## config.mk

```make
export PLATFORM = sky130hd
export DESIGN_NAME = pwm_capture
export DESIGN_NICKNAME = d
export VERILOG_FILES = /design/src/rtl/pwm_capture.sv
export SDC_FILE = /design/constraint.sdc
export NUM_CORES = 1
export LEC_CHECK = 0
export CORE_MARGIN = 2
export CORE_UTILIZATION = 58
export CTS_BUF_LIST = sky130_fd_sc_hd__clkbuf_8 sky130_fd_sc_hd__clkbuf_16
export DETAILED_ROUTE_END_ITERATION = 8
export PLACE_DENSITY = 0.79
export SLEW_MARGIN = 5
export SYNTH_ARGS = -nofsm -noshare
export SYNTH_HDL_FRONTEND = slang
export SYNTH_SLANG_ARGS = --single-unit
```

## constraint.sdc

```tcl
create_clock -name clk -period 3.87 [get_ports clk]
set_input_delay 0.9675 -clock clk [delete_from_list [all_inputs] [get_ports clk]]
set_output_delay 0.9675 -clock clk [all_outputs]
set_load 0.01 [all_outputs]
```

## src/rtl/pwm_capture.sv

```systemverilog
// pwm_capture: decodes one RC-style PWM input into a pulse width in us and a 0..1000 position.
// Latency: valid/error strobe lands 3 clk edges after pwm_in falls (2 sync stages + output register).
// Backpressure: none; valid/error are single-cycle strobes and outputs hold between strobes.
//
// Ports:
//   clk      system clock
//   reset    synchronous active-high reset
//   pwm_in   asynchronous PWM input from the header pin
//   width_us last accepted pulse width in us
//   position clamp(width_us,1000,2000)-1000
//   valid    one-cycle strobe, width_us/position just loaded
//   error    one-cycle strobe, pulse rejected (too short or too long)
//   lost     level, no rising edge for TIMEOUT_US
module pwm_capture #(
    parameter int CLKS_PER_US = 100,
    parameter int MIN_US      = 800,
    parameter int MAX_US      = 2200,
    parameter int TIMEOUT_US  = 25000
) (
    input  logic        clk,
    input  logic        reset,
    input  logic        pwm_in,
    output logic [15:0] width_us,
    output logic [9:0]  position,
    output logic        valid,
    output logic        error,
    output logic        lost
);

    localparam int PW = (CLKS_PER_US > 1) ? $clog2(CLKS_PER_US) : 1;

    typedef enum logic [1:0] {
        ARM  = 2'd0,
        IDLE = 2'd1,
        HIGH = 2'd2
    } state_t;

    state_t         state;
    state_t         state_nxt;
    logic           sync1;
    logic           pwm_s;
    logic           pwm_d;
    logic [1:0]     primed;
    logic           rise;
    logic           fall;
    logic           us_tick;
    logic [PW-1:0]  presc;
    logic [15:0]    width_cnt;
    logic [15:0]    width_inc;
    logic [15:0]    to_cnt;
    logic [15:0]    to_inc;
    logic [9:0]     pos_nxt;
    logic           accept;
    logic           reject;

    assign rise    = pwm_s & ~pwm_d;
    assign fall    = ~pwm_s & pwm_d;
    assign us_tick = (presc == PW'(CLKS_PER_US - 1));

    // Saturating increments; width_inc already includes a tick that lands in
    // the fall cycle, so the captured width is floor(high_cycles / CLKS_PER_US).
    assign width_inc = (us_tick && (width_cnt != 16'hFFFF)) ? width_cnt + 16'd1 : width_cnt;
    assign to_inc    = (us_tick && (to_cnt != 16'hFFFF)) ? to_cnt + 16'd1 : to_cnt;

    always_comb begin
        pos_nxt = 10'd0;
        if (width_inc >= 16'd2000) begin
            pos_nxt = 10'd1000;
        end else if (width_inc > 16'd1000) begin
            pos_nxt = 10'(width_inc - 16'd1000);
        end
    end

    always_comb begin
        state_nxt = state;
        accept    = 1'b0;
        reject    = 1'b0;
        case (state)
            ARM: begin
                // The sync flops come out of reset as zeros; primed keeps us in
                // ARM until pwm_s reflects a real sample of the pin, so a pulse
                // already high at reset release is never measured.
                if (primed[1] && !pwm_s) begin
                    state_nxt = IDLE;
                end
            end
            IDLE: begin
                if (rise) begin
                    state_nxt = HIGH;
                end
            end
            HIGH: begin
                // Overflow is checked first so that overflow coincident with
                // fall counts as a rejected pulse.
                if (width_inc > 16'(MAX_US)) begin
                    reject    = 1'b1;
                    state_nxt = ARM;
                end else if (fall) begin
                    if (width_inc < 16'(MIN_US)) begin
                        reject = 1'b1;
                    end else begin
                        accept = 1'b1;
                    end
                    state_nxt = IDLE;
                end
            end
            default: begin
                state_nxt = ARM;
            end
        endcase
    end

    always_ff @(posedge clk) begin
        if (reset) begin
            sync1     <= 1'b0;
            pwm_s     <= 1'b0;
            pwm_d     <= 1'b0;
            primed    <= 2'b00;
            presc     <= '0;
            width_cnt <= 16'd0;
            to_cnt    <= 16'd0;
            state     <= ARM;
            width_us  <= 16'd0;
            position  <= 10'd0;
            valid     <= 1'b0;
            error     <= 1'b0;
            lost      <= 1'b0;
        end else begin
            sync1  <= pwm_in;
            pwm_s  <= sync1;
            pwm_d  <= pwm_s;
            primed <= {primed[0], 1'b1};

            // Prescaler restarts on rise so every pulse sees whole-us ticks
            // measured from its own leading edge.
            if (rise || us_tick) begin
                presc <= '0;
            end else begin
                presc <= presc + 1'b1;
            end

            to_cnt <= rise ? 16'd0 : to_inc;
            state  <= state_nxt;

            if (state == IDLE && rise) begin
                width_cnt <= 16'd0;
            end else if (state == HIGH) begin
                width_cnt <= width_inc;
            end

            valid <= accept;
            error <= reject;
            if (accept) begin
                width_us <= width_inc;
                position <= pos_nxt;
            end

            // A fresh measurement clears lost; a bare rise does not.
            if (accept) begin
                lost <= 1'b0;
            end else if (!rise && (to_inc >= 16'(TIMEOUT_US))) begin
                lost <= 1'b1;
            end
        end
    end

endmodule

```

* Word-level counts from Yosys, hierarchy flattened
Index checks and enable logic that the tools add are counted.
Word-level totals: register bits after elaboration 75, bits in latches 0, RAM bits 0, ROM bits 0, input bits 3, output and inout port bits 29, word-level logic and storage cells 68, memories kept 0
Operators by class: $add $sub $neg 4, multipliers 0, divide/modulo/power cells 0, magnitude comparators 5, eq/ne operators 8, shift operators 0, muxes and demuxes 17, bitwise gates (word level) 5, reductions and logical operators 15
Operator list (number):
- 16-bit by 1-bit adder with 16-bit output (second input constant) | 2
- 16-bit two-way mux | 2
- 16-bit != test (second input constant) | 2
- 10-bit two-way mux | 2
- 16-bit by 11-bit >= comparator with 1-bit output (second input constant) | 1
- 16-bit by 15-bit >= comparator with 1-bit output (second input constant) | 1
- 16-bit by 10-bit > comparator with 1-bit output (second input constant) | 1
- 16-bit by 12-bit > comparator with 1-bit output (second input constant) | 1
- 16-bit by 10-bit < comparator with 1-bit output (second input constant) | 1
- 2-bit OR reduction | 5
- 10-bit subtractor (second input constant) | 1
- 1-bit two-way mux | 8
- 2-bit two-way mux | 4
- 7-bit by 1-bit adder with 7-bit output (second input constant) | 1
- 7-bit == test (second input constant) | 1
- 2-bit one-hot mux with 3 select lines | 1
- 1-bit logical AND | 5
- 2-bit != test (second input constant) | 2
- 3-bit != test (second input constant) | 1
- 1-bit NOT | 3
- 3-bit AND reduction | 1
- 1-bit bitwise AND | 2
- 2-bit by 1-bit == test with 1-bit output (second input constant) | 1
- 2-bit == test (second input constant) | 1
- other kinds (3) | 4

* Longest topological paths before layout
depth after elaboration 9, depth in mapped cells 14, mapped depth without buffers 12

* Least setup slack after synthesis
No wires, ideal clock.
kind reg-to-reg, from register presc[0], to register width_us[10], setup time 115 ps, arrival 3213 ps, slack 542 ps, stages on the path, launching flop included 13, clock period less this slack 3328 ps, cells stage by stage dfxtp_1 ha_1 nand4bb_4 or4_1 buf_2 nor4_1 xor2_1 or4_1 buf_2 o211a_1 buf_6 and3_1 o21a_1
On the way: cells in the longest elaborated chain, start to end 8, elaborated cells on any way between the ends 9, those cells by class 2 x order compare; 1 x eq/ne; 5 x mux; 1 x reduce/logical
RTL lines:
- start, declared | RTL line 47 | logic [PW-1:0] presc;
- start signal, assigned | RTL line 139 | presc <= presc + 1'b1;
- 7-bit == test * | RTL line 58 | assign us_tick = (presc == PW'(CLKS_PER_US - 1));
- 1-bit logical AND * | RTL line 62 | assign width_inc = (us_tick && (width_cnt != 16'hFFFF)) ? width_cnt + 16'd1 : width_cnt;
- 16-bit two-way mux * | RTL line 62
- 16-bit by 10-bit < comparator with 1-bit output | RTL line 99 | if (width_inc < 16'(MIN_US)) begin
- 1-bit two-way mux | RTL line 99
- 1-bit two-way mux | RTL line 98 | end else if (fall) begin
- 1-bit two-way mux | RTL line 95 | if (width_inc > 16'(MAX_US)) begin
- 1-bit two-way mux | RTL line 78 | case (state)
- end signal, assigned | RTL line 154 | width_us <= width_inc;
- end, declared | RTL line 23 | output logic [15:0] width_us,
Every way passes the cells marked *; elsewhere a longest branch is shown, timed or not. A chain may end at the register's enable or synchronous reset.

* Worst setup path after layout
from register presc[0], to register width_us[12]
Same word-level chain as after synthesis.

==> summary.md <==
| Metric | Value |
|---|---|
| Nets | 539 |
| Most numerous cell in the Yosys netlist | dfxtp_1 |
| Delay of the slowest critical-path stage | 0.66 ns |
| Yosys top cell area share | 36.95% |
| Post-CTS setup buffer count | 0 |
| Inserted Diodes | 0 |
| Area of the multi-input gates | 2379 µm² |
| Critical path's most frequent cell | or4_1 |
| Worst-skew pair later-pin latency | 0.37 ns |
| Placed insts | 615 |
| Switching pwr | 0.0003419 W |
| Post-synth EDFFs | 0 |
| Die X | 87.71 µm |
| Slew HR | 43.83% |
| Critical path cell sequence | ha_1, nand4bb_4, or4_1, nor4_1, xor2_1, or4_1, o211a_1, a21oi_2, and2_1 |
| Int Power | 0.001152 W |
| Clk sink count | 75 |
| Root Driver | clkbuf_8 |
| Ys flop type | dfxtp_1 |
| # hold bufs at CTS | 0 |
| Register Area | 1501 µm² |
| Final TNS setup | 0 ns |
| Synth area leaders | dfxtp_1 (37%), a21oi_1 (4.6%), nand3_1 (4.6%) |
| Cell Count, Final, Fillers Out | 631 |
| Vias in the first global route | 3508 |
| Non-Filler Cell Area, Final | 4716 µm² |
| Core area | 6794 µm² |
| Worst-path fanout max | 11 |
| Status | finished, final reports clean |
| Final Skew | 0.009438 ns |
| Final setup violation count | 0 |
| Register area share after synthesis | 36.95% |
| Synth area leader | dfxtp_1 |
| TritonRoute pass-1 iters | 5 |
| DR vias/cell | 6.048 |
| Slowest CP cell | or4_1 |
| Logic pwr share | 2.7% |
| CTS Buf Count | 9 |
| Initial Util | 59.82% |
| Crit. End Element | flip-flop |
| Final core utilization | 69.41% |
| DR vias | 3816 |
| Cells after Synth | 502 |
| Final Hold Fails | 0 |
| Synthesized area | 4064 µm² |
| Area after DPL | 4499 µm² |
| CP Launch Type | flip-flop |
| Clock power share | 44.9% |
| Largest net degree at the start of global routing | 27 |
| Area grow syn2layout | 16.04% |
| Least-Margin Pin Slew | 0.8409 ns |
| Die Y | 87.71 µm |
| Filler cells | 552 |
| Fmax | 285.2 MHz |
| CTS tree | yes |
| Max Slew Vio Count | 0 |
| WP data required | 4.18 ns |
| Leak pwr | 1.620 nW |
| Clock Path Buffers | 2 |
| Pwr/cell area | 316.8 nW/µm² |
| Mapped Nets | 511 |
| Crit path time final | 3.507 ns |
| Global-route wire length before repair | 16.62 mm |
| Mean Syn Cell Area | 8.095 µm² |
| Worst EP arrival | 3.81 ns |
| DP HPWL | 7.373 mm |
| Top Ports | 32 |
| Flops & latches, synth | 75 |
| Sw frac | 22.88% |
| FP Rows | 30 |
| Unrepaired setup endpoints after global routing | no |
| Post-cts gate resize count | 0 |
| Crit Path Class | flip-flop to flip-flop |
| Final wirelength | 10.20 mm |
| Critical path's top delay family | simple AND/OR/NAND/NOR gates |
| Reg clk slew, reported paths | 0.08 ns |
| Max VDD drop | 227.6 µV |
| Seq pwr share | 52.4% |
| Global route total overflow | 0 |
| Ys Warns | 0 |
| Initial antenna violation count | 0 |
| Routability cong. | 0.9247 |
| Input/output buffers | 31 |
| H-tree levels | 3 |
| WP buf/inv | 0 |
| Remaining antenna violation count | 0 |
| # Max-Cap Violations | 0 |
| DRC viols | 0 |
| FFs w/ async S/R, synth | 0% |
| Top cells by count, synth | dfxtp_1 (75), nor2_1 (46), nand2_1 (39) |
| Power Total | 0.001494 W |
| GRT Util Overall | 27.77% |
| Fraction of layout cells with a size suffix above 1 | 8.411% |
| Final worst-path cycle share | 90.61% |
| Distinct cells, synth | 58 |
| Wirelength per Cell | 16.16 µm |
| Initial DRC count | 239 |
| Hold Path Class | flip-flop to flip-flop |
| Die area | 7692 µm² |
==> power by group through the flow <==
stage          Combinational [W]  Sequential (W)  Clock (W)
6_report               0.0000400        0.000783   0.000671
5_1_grt                0.0000437        0.000784   0.000718
4_1_cts                0.0000400        0.000783   0.000679
3_5_place_dp           0.0000399        0.000801          0
3_3_place_gp           0.0000380        0.000800          0
2_1_floorplan          0.0000279        0.000799          0
==> cell families (layout without fill, tap and decap cells) <==
| kind of cell | count (synthesis) | in the layout | synth area share, % |
|---|---|---|---|
| and+or+nand+nor | 229 | 229 | 30.11 |
| AOI/OAI and AO/OA | 107 | 107 | 17.30 |
| DFF | 75 | 75 | 36.95 |
| buffers and inverters | 43 | 76 | 4.526 |
| xor gates and xnor gates | 37 | 37 | 7.974 |
| adders and majority gates | 6 | 6 | 1.847 |
| muxes | 5 | 5 | 1.293 |
==> per-stage QoR <==
step / hold slack, ns / setup WS (ns)
final: 0.4362 / 0.3634
after global routing: 0.4551 / 0.1314
after CTS: 0.4405 / 0.3825
after detailed placement: 0.4369 / 0.4156
after global placement: 0.4225 / 0.5252
after floorplan: 0.4132 / 0.5424
==> placed cells by master, fill, tap and decap left out, drive strengths merged, types with 17 or more instances in the layout <==
cell and n:
dfxtp 75, xnor2 20, o21ai 24, buf 18, nand2 39, nand3 37
xor2 17, nor2 46, clkdlybuf4s50 31, a21oi 38
==> state kept, by name, indices dropped and copies added, names as in the netlist <==
signal and flops:
pwm_d 1, primed 2, width_us 16, width_cnt 16, error 1, position 10, state 2, valid 1
pwm_s 1, sync1 1, presc 7, lost 1, to_cnt 16
==> worst paths after layout <==
| check | from | to | slack [ns] | depth (start not counted) |
|---|---|---|---|---|
| worst min-delay path | primed[0] | primed[1] | 0.44 | 1 |
| worst max-delay path | presc[0] | width_us[12] | 0.36 | 9 |
| worst min register to register | primed[0] | primed[1] | 0.44 | 1 |
| worst max register to register | presc[0] | width_us[12] | 0.36 | 9 |
==> layout make-up <==
class / instances / share of cell area, %
clock buffer: 9 / 2.627
clock inverter: 7 / 1.963
inverter: 11 / 0.8756
multi-input combinational: 384 / 50.44
sequential: 75 / 31.84
tap: 96 / 2.547
timing repair buffer: 49 / 9.711
==> worst reg2reg max path, stage by stage (launching register included) <==
cell and delay, ns:
dfxtp_1 0.36, ha_1 0.28, nand4bb_4 0.15, or4_1 0.66, nor4_1 0.36, xor2_1 0.14, or4_1 0.57, o211a_1 0.40
a21oi_2 0.36, and2_1 0.17
==> layer usage <==
| metal | GRT usage, % | share of wire, % | vias up |
|---|---|---|---|
| li1 | - | - | 1884 |
| met1 | 33.94 | 43 | 1800 |
| met2 | 47.18 | 50 | 116 |
| met3 | 6.032 | 5.7 | 16 |
| met4 | 11.89 | 2.0 | 0 |
| met5 | 0 | 0 | - |
No activity file was read; power rests on OpenSTA's default activity.
